<file path="src/rtl/reset_sequencer.sv">
// reset_sequencer: turns the system reset (or an accepted soft-reset request)
// into staged, ordered reset releases for NUM_STAGES downstream domains.
//
// Ports
//   clk           system clock, rising edge
//   reset         synchronous active-high system reset (highest priority)
//   soft_rst_req  level request to re-run the reset sequence, sampled in RUN only
//   soft_rst_ack  one-cycle pulse when a soft request is accepted
//   rst_out       active-high per-stage resets, released lowest index first
//   ready         high once every stage is released
module reset_sequencer #(
    parameter int unsigned NUM_STAGES  = 4,
    parameter int unsigned HOLD_CYCLES = 16,
    parameter int unsigned STAGE_GAP   = 8,
    parameter int unsigned CNT_W       = 8
) (
    input  logic                  clk,
    input  logic                  reset,
    input  logic                  soft_rst_req,
    output logic                  soft_rst_ack,
    output logic [NUM_STAGES-1:0] rst_out,
    output logic                  ready
);

    // Stage index must be able to reach NUM_STAGES ("all released").
    localparam int unsigned IDX_W = $clog2(NUM_STAGES + 1);

    typedef enum logic [1:0] {
        ASSERT  = 2'd0,
        HOLD    = 2'd1,
        RELEASE = 2'd2,
        RUN     = 2'd3
    } state_t;

    state_t             state;
    logic [CNT_W-1:0]   cnt;  // edges spent in the current hold/gap interval
    logic [IDX_W-1:0]   idx;  // number of stages already released

    // Sequencer: counters reload on each transition and never run past their
    // terminal count, since the transition happens exactly at that count.
    always_ff @(posedge clk) begin
        if (reset) begin
            state        <= ASSERT;
            cnt          <= '0;
            idx          <= '0;
            rst_out      <= '1;
            ready        <= 1'b0;
            soft_rst_ack <= 1'b0;
        end else begin
            soft_rst_ack <= 1'b0;
            unique case (state)
                ASSERT: begin
                    // This edge is E0; it counts as the first hold cycle.
                    state <= HOLD;
                    cnt   <= CNT_W'(1);
                end
                HOLD: begin
                    if (cnt == CNT_W'(HOLD_CYCLES)) begin
                        state   <= RELEASE;
                        rst_out <= rst_out << 1;  // release stage 0
                        idx     <= IDX_W'(1);
                        cnt     <= CNT_W'(1);
                    end else begin
                        cnt <= cnt + CNT_W'(1);
                    end
                end
                RELEASE: begin
                    if (idx == IDX_W'(NUM_STAGES)) begin
                        state <= RUN;
                        ready <= 1'b1;
                        cnt   <= '0;
                        idx   <= '0;
                    end else if (cnt == CNT_W'(STAGE_GAP)) begin
                        // Shifting zeros in from the bottom releases the
                        // next-lowest stage still held.
                        rst_out <= rst_out << 1;
                        idx     <= idx + IDX_W'(1);
                        cnt     <= CNT_W'(1);
                    end else begin
                        cnt <= cnt + CNT_W'(1);
                    end
                end
                RUN: begin
                    if (soft_rst_req) begin
                        // Accept edge behaves exactly like E0.
                        state        <= HOLD;
                        soft_rst_ack <= 1'b1;
                        rst_out      <= '1;
                        ready        <= 1'b0;
                        cnt          <= CNT_W'(1);
                    end
                end
            endcase
        end
    end

endmodule

</file>
<file path="config.mk">
export PLATFORM = sky130hd
export DESIGN_NAME = reset_sequencer
export DESIGN_NICKNAME = d
export VERILOG_FILES = /design/src/rtl/reset_sequencer.sv
export SDC_FILE = /design/constraint.sdc
export NUM_CORES = 1
export LEC_CHECK = 0
export CORE_ASPECT_RATIO = 0.8
export CORE_MARGIN = 4
export CORE_UTILIZATION = 56
export CTS_CLUSTER_DIAMETER = 200
export DETAILED_ROUTE_END_ITERATION = 10
export GPL_TIMING_DRIVEN = 0
export PLACE_DENSITY = 0.87
export REMOVE_ABC_BUFFERS = 1
export SYNTH_ARGS = -nofsm -noshare
export SYNTH_HDL_FRONTEND = slang
export SYNTH_SLANG_ARGS = --single-unit
</file>
<file path="constraint.sdc">
create_clock -name clk -period 2.27 [get_ports clk]
set_clock_uncertainty 0.2 [all_clocks]
set_input_delay 0.681 -clock clk [delete_from_list [all_inputs] [get_ports clk]]
set_output_delay 0.681 -clock clk [all_outputs]
set_load 0.1 [all_outputs]
</file>
==> results of run 1 <==
## synth_stat cells (all sizes together), types with 3 or more instances
cell | count | share of area
nand3 | 9 | 0.040
clkbuf | 3 | 0.0099
nand2 | 10 | 0.035
a31oi | 3 | 0.017
nor2b | 3 | 0.017
o31ai | 3 | 0.020
ha | 8 | 0.088
a21oi | 8 | 0.035
a211oi | 4 | 0.026
nor3 | 7 | 0.031
mux2i | 4 | 0.035
nor2 | 14 | 0.046
inv | 10 | 0.033
dfxtp | 19 | 0.34
## per-layer routing
metal  vias to the layer above  part of all wire  global-route usage
met5                         -                 0                   0
met4                         0            0.0021              0.0509
met3                         2             0.040              0.0556
met2                        24              0.45               0.305
met1                       464              0.51               0.235
li1                        492                 -                   -
## metrics by stage
step           utilization  worst slack, ps  hold slack, ps
6_report             0.666              142             326
5_1_grt              0.666             7.26             365
4_1_cts              0.663             85.8             332
3_5_place_dp         0.641             -598             311
3_3_place_gp         0.641             -583             299
2_1_floorplan            -              206             280
## sequential cells by signal, indices dropped and copies added (netlist names)
| register | count |
|---|---|
| cnt | 8 |
| rst_out | 4 |
| idx | 3 |
| state | 2 |
| ready | 1 |
| soft_rst_ack | 1 |
## cell usage in the layout (no fill, tap or decap), types with 4 or more instances in the layout
cell type,Yosys,layout
mux2i_1,4,4
a21oi_1,8,8
nor2_1,14,14
a211oi_1,4,4
nand2_1,9,9
nand3_1,9,9
ha_1,8,6
dfxtp_1,19,19
nor3_1,7,7
inv_1,10,10
clkdlybuf4s15_2,0,6
## cell type report
type | instances | share of cell area
clock buffer | 3 | 0.0177
clock inverter | 1 | 0.00393
inverter | 10 | 0.0295
multi-input combinational | 99 | 0.553
sequential | 19 | 0.299
tap | 24 | 0.0236
timing repair buffer | 9 | 0.0737
## power breakdown
part / switching [mW] / internal (mW)
clock: 0.107 / 0.0657
sequential: 0.0428 / 0.375
combinational: 0.365 / 0.220
## final timing paths
path | start | end | slack [ps]
worst max register to register | state[0]$_SDFFE_PP0P_ | cnt[5]$_SDFFE_PP0P_ | 150
worst max-delay path | rst_out[0]$_SDFFE_PP1P_ | rst_out[0] | 140
worst min-delay path | rst_out[3]$_SDFFE_PP1P_ | rst_out[3]$_SDFFE_PP1P_ | 330
worst min register to register | rst_out[3]$_SDFFE_PP1P_ | rst_out[3]$_SDFFE_PP1P_ | 330
## kinds of logic (layout without fill, tap and decap cells)
group / Yosys count / in the layout / share of synthesized area
AND/OR/NAND/NOR: 56 / 56 / 0.263
buffers and inverters: 15 / 23 / 0.0508
XOR/XNOR: 2 / 2 / 0.0155
adder cells (fa/ha/maj): 8 / 8 / 0.0883
multiplexers: 4 / 4 / 0.0353
flip-flops: 19 / 19 / 0.336
AO/OA/AOI/OAI: 29 / 29 / 0.212
## timing repair
action | in CTS | in global routing
setup buffers | 1 | 0
hold endpoints to repair | 0 | 0
setup endpoints to repair | 11 | 6
gates resized for setup | 19 | 3
pin swaps | 1 | 0
==> results.cfg, run 1 <==
[status]
status = complete, no violations

[die]
io_pins = 9
dieWidth_um = 58.3
core_region_area_um2 = 1910
initial_core_util = 0.594
num_rows = 14
die-area_um2 = 2810
fp.dieH_um = 48.2

[clock_network]
cts-buffers-inserted = 3
cts_tree = built
cts_root_buf = clkbuf_4
tritoncts_num_sinks = 19
clk_path_buf_depth = 2
clk_pin_slew_ps = 110
clk_latency_ps = 300
cts_hold_buf = 0
htreeDepth = 1

[yosys]
syn_area_um2 = 1130
async_flop_share = 0
synth.avg_cell_area_um2 = 8.52
yosys.cell_types.count = 40
ys_warn_count = 0
synthCells = 133
synth_enable_flop_cells = 0
synth-seq-cells = 19
synth_flop_cell = dfxtp_1
ys_seq_area_frac = 0.336

[pwr]
power.density_nw_per_um2 = 924
peakVddDrop_uv = 622
power_mw = 1.18
leakage_nw = 0.463

[critical_path]
cp-end-kind = primary output
cpPeakStageDelay_ps = 570
cp_top_family = buffers and inverters
path_buf_inv = 1
crit_fanout = 3
startpoint_type = flip-flop
cp.depth = 1
crit_arrival_ps = 1250
path_cells = clkdlybuf4s15_2
critPathKind = reg -> out
r2r_cells = 7
required_ps = 1390
cp_slowest_cell = clkdlybuf4s15_2

[route]
antenna_left = 0
first_iter_violations = 36
post_drt_wl_per_cell_um = 14.1
vias = 982
vias_per_cell = 5.95
drt-pass1-iter-count = 4
finalWirelength_um = 2330
drc = 0

[global_route]
grt_max_degree = 22
grtUsageTotal = 0.183
overflow = 0
grt_antenna_before_repair = 0
grt_pass1_vias = 922
grt_pass1_wl_um = 3950

[sta]
tightest_slew_ps = 840
rsz0062_at_grt = false
fmax_mhz = 470
drv_slew = 0
setup_tns_ps = 0
min_period_ps = 2130
setup_violations = 0
fin_crit_sh = 0.937
relSlewSlack = 0.440
finalHoldViolations = 0

[final_layout]
fillers = 155
regArea_um2 = 380
fin_nets = 153
finalNonFillerCells = 165
multi_input_area_um2 = 703
diodes = 0
syn_to_final_growth_pct = 12.3
drive_above_1_share = 0.149
final_area_um2 = 1270

[placed_design]
place_inst = 160
hpwl_um = 1640
gp_congestion = 0.814
placement.cell_area_um2 = 1220
portBuffers = 8

[job]
maxCapViolCount = 0

[hold_path]
min_path_cells = 2
hp-class = reg -> reg
Note: power is estimated with default switching activity, not from simulation.
==> inputs of run 2 (changes only) <==
--- a/config.mk
+++ b/config.mk
@@ -13,6 +13,7 @@
 export GPL_TIMING_DRIVEN = 0
 export PLACE_DENSITY = 0.87
 export REMOVE_ABC_BUFFERS = 1
+export SLEW_MARGIN = 20
 export SYNTH_ARGS = -nofsm -noshare
 export SYNTH_HDL_FRONTEND = slang
 export SYNTH_SLANG_ARGS = --single-unit
==> results of run 2 <==
Final layout, timing and power as in run 1 (identical DEF).
==> inputs of run 3 (changes only) <==
--- a/config.mk
+++ b/config.mk
@@ -5,6 +5,7 @@
 export SDC_FILE = /design/constraint.sdc
 export NUM_CORES = 1
 export LEC_CHECK = 0
+export ABC_CLOCK_PERIOD_IN_PS = 2100
 export CORE_ASPECT_RATIO = 0.8
 export CORE_MARGIN = 4
 export CORE_UTILIZATION = 56
@@ -12,6 +13,7 @@
 export DETAILED_ROUTE_END_ITERATION = 10
 export GPL_TIMING_DRIVEN = 0
 export PLACE_DENSITY = 0.87
+export RECOVER_POWER = 50
 export REMOVE_ABC_BUFFERS = 1
 export SLEW_MARGIN = 20
 export SYNTH_ARGS = -nofsm -noshare
==> constraint.sdc (replaced) <==
create_clock -name clk -period 2.1 [get_ports clk]
set_clock_uncertainty 0.2 [all_clocks]
set_input_delay 0.63 -clock clk [delete_from_list [all_inputs] [get_ports clk]]
set_output_delay 0.63 -clock clk [all_outputs]
set_load 0.1 [all_outputs]
==> run 3 against run 2 <==
  * Worst setup slack lost 92 ps
  * Sequential share of layout area shrank 0.84 points
  * Count of clock-buffer cells in the layout is the same
  * Die area is the same
  * Clock power grew 8%
  * Combinational power grew 23%
  * Via count grew 3.5%
  * Power grew 17%
  * Worst hold slack lost 7.2 ps
  * Global-route usage grew 0.058 points
  * Critical path type unchanged
==> results.cfg, run 3 (synthesis results as in run 1) <==
[status]
status = complete, no violations

[route]
vias_per_cell = 5.98
antenna_left = 0
post_drt_wl_per_cell_um = 14.5
drc = 0
finalWirelength_um = 2460
vias = 1016
drt-pass1-iter-count = 4
first_iter_violations = 50

[die]
die-area_um2 = 2810
num_rows = 14
initial_core_util = 0.594
dieWidth_um = 58.3
io_pins = 9
fp.dieH_um = 48.2
core_region_area_um2 = 1910

[placed_design]
placement.cell_area_um2 = 1220
place_inst = 160
hpwl_um = 1640
portBuffers = 8
gp_congestion = 0.814

[critical_path]
cp_slowest_cell = clkdlybuf4s18_2
path_cells = clkdlybuf4s18_2
cp_top_family = buffers and inverters
required_ps = 1270
critPathKind = reg -> out
r2r_cells = 7
crit_end = rst_out[1]
reg2reg_to = cnt[4]$_SDFFE_PP0P_
startpoint = rst_out[1]$_SDFFE_PP1P_
cpPeakStageDelay_ps = 550
path_buf_inv = 1
crit_fanout = 3
cp.depth = 1
crit_arrival_ps = 1220
cp-end-kind = primary output
reg2reg_setup_slack_ps = 90
timing.rr.start = state[0]$_SDFFE_PP0P_
startpoint_type = flip-flop

[final_layout]
diodes = 0
drive_above_1_share = 0.253
multi_input_area_um2 = 739
fillers = 144
mostFrequentLayoutCell = nor2_1
regArea_um2 = 388
regMostFlops = cnt
final_area_um2 = 1340
syn_to_final_growth_pct = 17.8
finalNonFillerCells = 170
final_cell_mix = 14 x nor2_1, 13 x dfxtp_1, 9 x inv_1, 9 x nand3_1, 9 x nand2_1
fin_nets = 158
biggestRegsByFlops = cnt: 8 flops, rst_out: 4 flops, idx: 3 flops
largest_reg_flops = 8

[global_route]
grt_pass1_wl_um = 3960
overflow = 0
grt_max_degree = 22
grt_pass1_vias = 918
grt_antenna_before_repair = 0
grtUsageTotal = 0.184

[sta]
finalHoldViolations = 0
fmax_mhz = 488
setup_violations = 0
hold_slack_ps = 319
fin_crit_sh = 0.976
min_period_ps = 2050
drv_slew = 0
tightest_slew_ps = 548
relSlewSlack = 0.637

[clock_network]
cts_hold_buf = 0
cts-buffers-inserted = 3
cts_root_buf = clkbuf_4
htreeDepth = 1
clk_pin_slew_ps = 110
cts_tree = built
clk_latency_ps = 300
clk_path_buf_depth = 2
tritoncts_num_sinks = 19

[hold_path]
hp-class = reg -> reg
min_path_cells = 2

[job]
maxCapViolCount = 0

[pwr]
power.density_nw_per_um2 = 1030
leakage_nw = 0.488
peakVddDrop_uv = 738
==> run 3: what timing repair did <==
item / CTS / global route
resized for setup: 22 / 21
buffers inserted: 1 / 5
endpoints found under the setup margin: 16 / 15
pin swaps: 1 / 2
==> run 3: worst min path at each step <==
| stage | from | end | slack [ps] |
|---|---|---|---|
| finish | idx[0]$_SDFFE_PP0P_ | idx[0]$_SDFFE_PP0P_ | 320 |
| global route | idx[0]$_SDFFE_PP0P_ | idx[0]$_SDFFE_PP0P_ | 350 |
| CTS | idx[0]$_SDFFE_PP0P_ | idx[0]$_SDFFE_PP0P_ | 330 |
| detailed placement | rst_out[3]$_SDFFE_PP1P_ | rst_out[3]$_SDFFE_PP1P_ | 310 |
| global placement | ready$_SDFFE_PP0P_ | ready$_SDFFE_PP0P_ | 300 |
| floorplan | cnt[1]$_SDFFE_PP0P_ | cnt[1]$_SDFFE_PP0P_ | 280 |
==> run 3: where the power goes <==
group	switching (mW)	internal, mW
registers	0.0549	0.411
logic	0.419	0.302
clock network	0.116	0.0710
==> run 3: cell type report <==
class / instances / area share
Inverter: 10 / 0.0281
Timing Repair Buffer: 14 / 0.0843
Sequential cell: 19 / 0.291
Multi-Input combinational cell: 99 / 0.554
Clock inverter: 1 / 0.00375
Tap cell: 24 / 0.0225
Clock buffer: 3 / 0.0169
==> run 3: metrics by stage <==
| stage | util | power (mW) | setup slack [ps] | setup TNS (ps) |
|---|---|---|---|---|
| floorplan | - | 0.946 | 35.8 | 0 |
| global placement | 0.641 | 1.04 | -702 | -6260 |
| detailed placement | 0.641 | 1.07 | -717 | -6630 |
| CTS | 0.666 | 1.27 | 9.69 | 0 |
| global route | 0.699 | 1.47 | -9.56 | -16.9 |
| finish | 0.699 | 1.37 | 50.1 | 0 |
==> run 3: routing by layer <==
layer	track usage	part of all wire	wire, um	vias to the layer above
li1	-	-	-	502
met1	0.238	0.48	1180	478
met2	0.310	0.46	1130	33
met3	0.0503	0.056	139	3
met4	0.0463	0.0057	14	0
met5	0	0	0	-
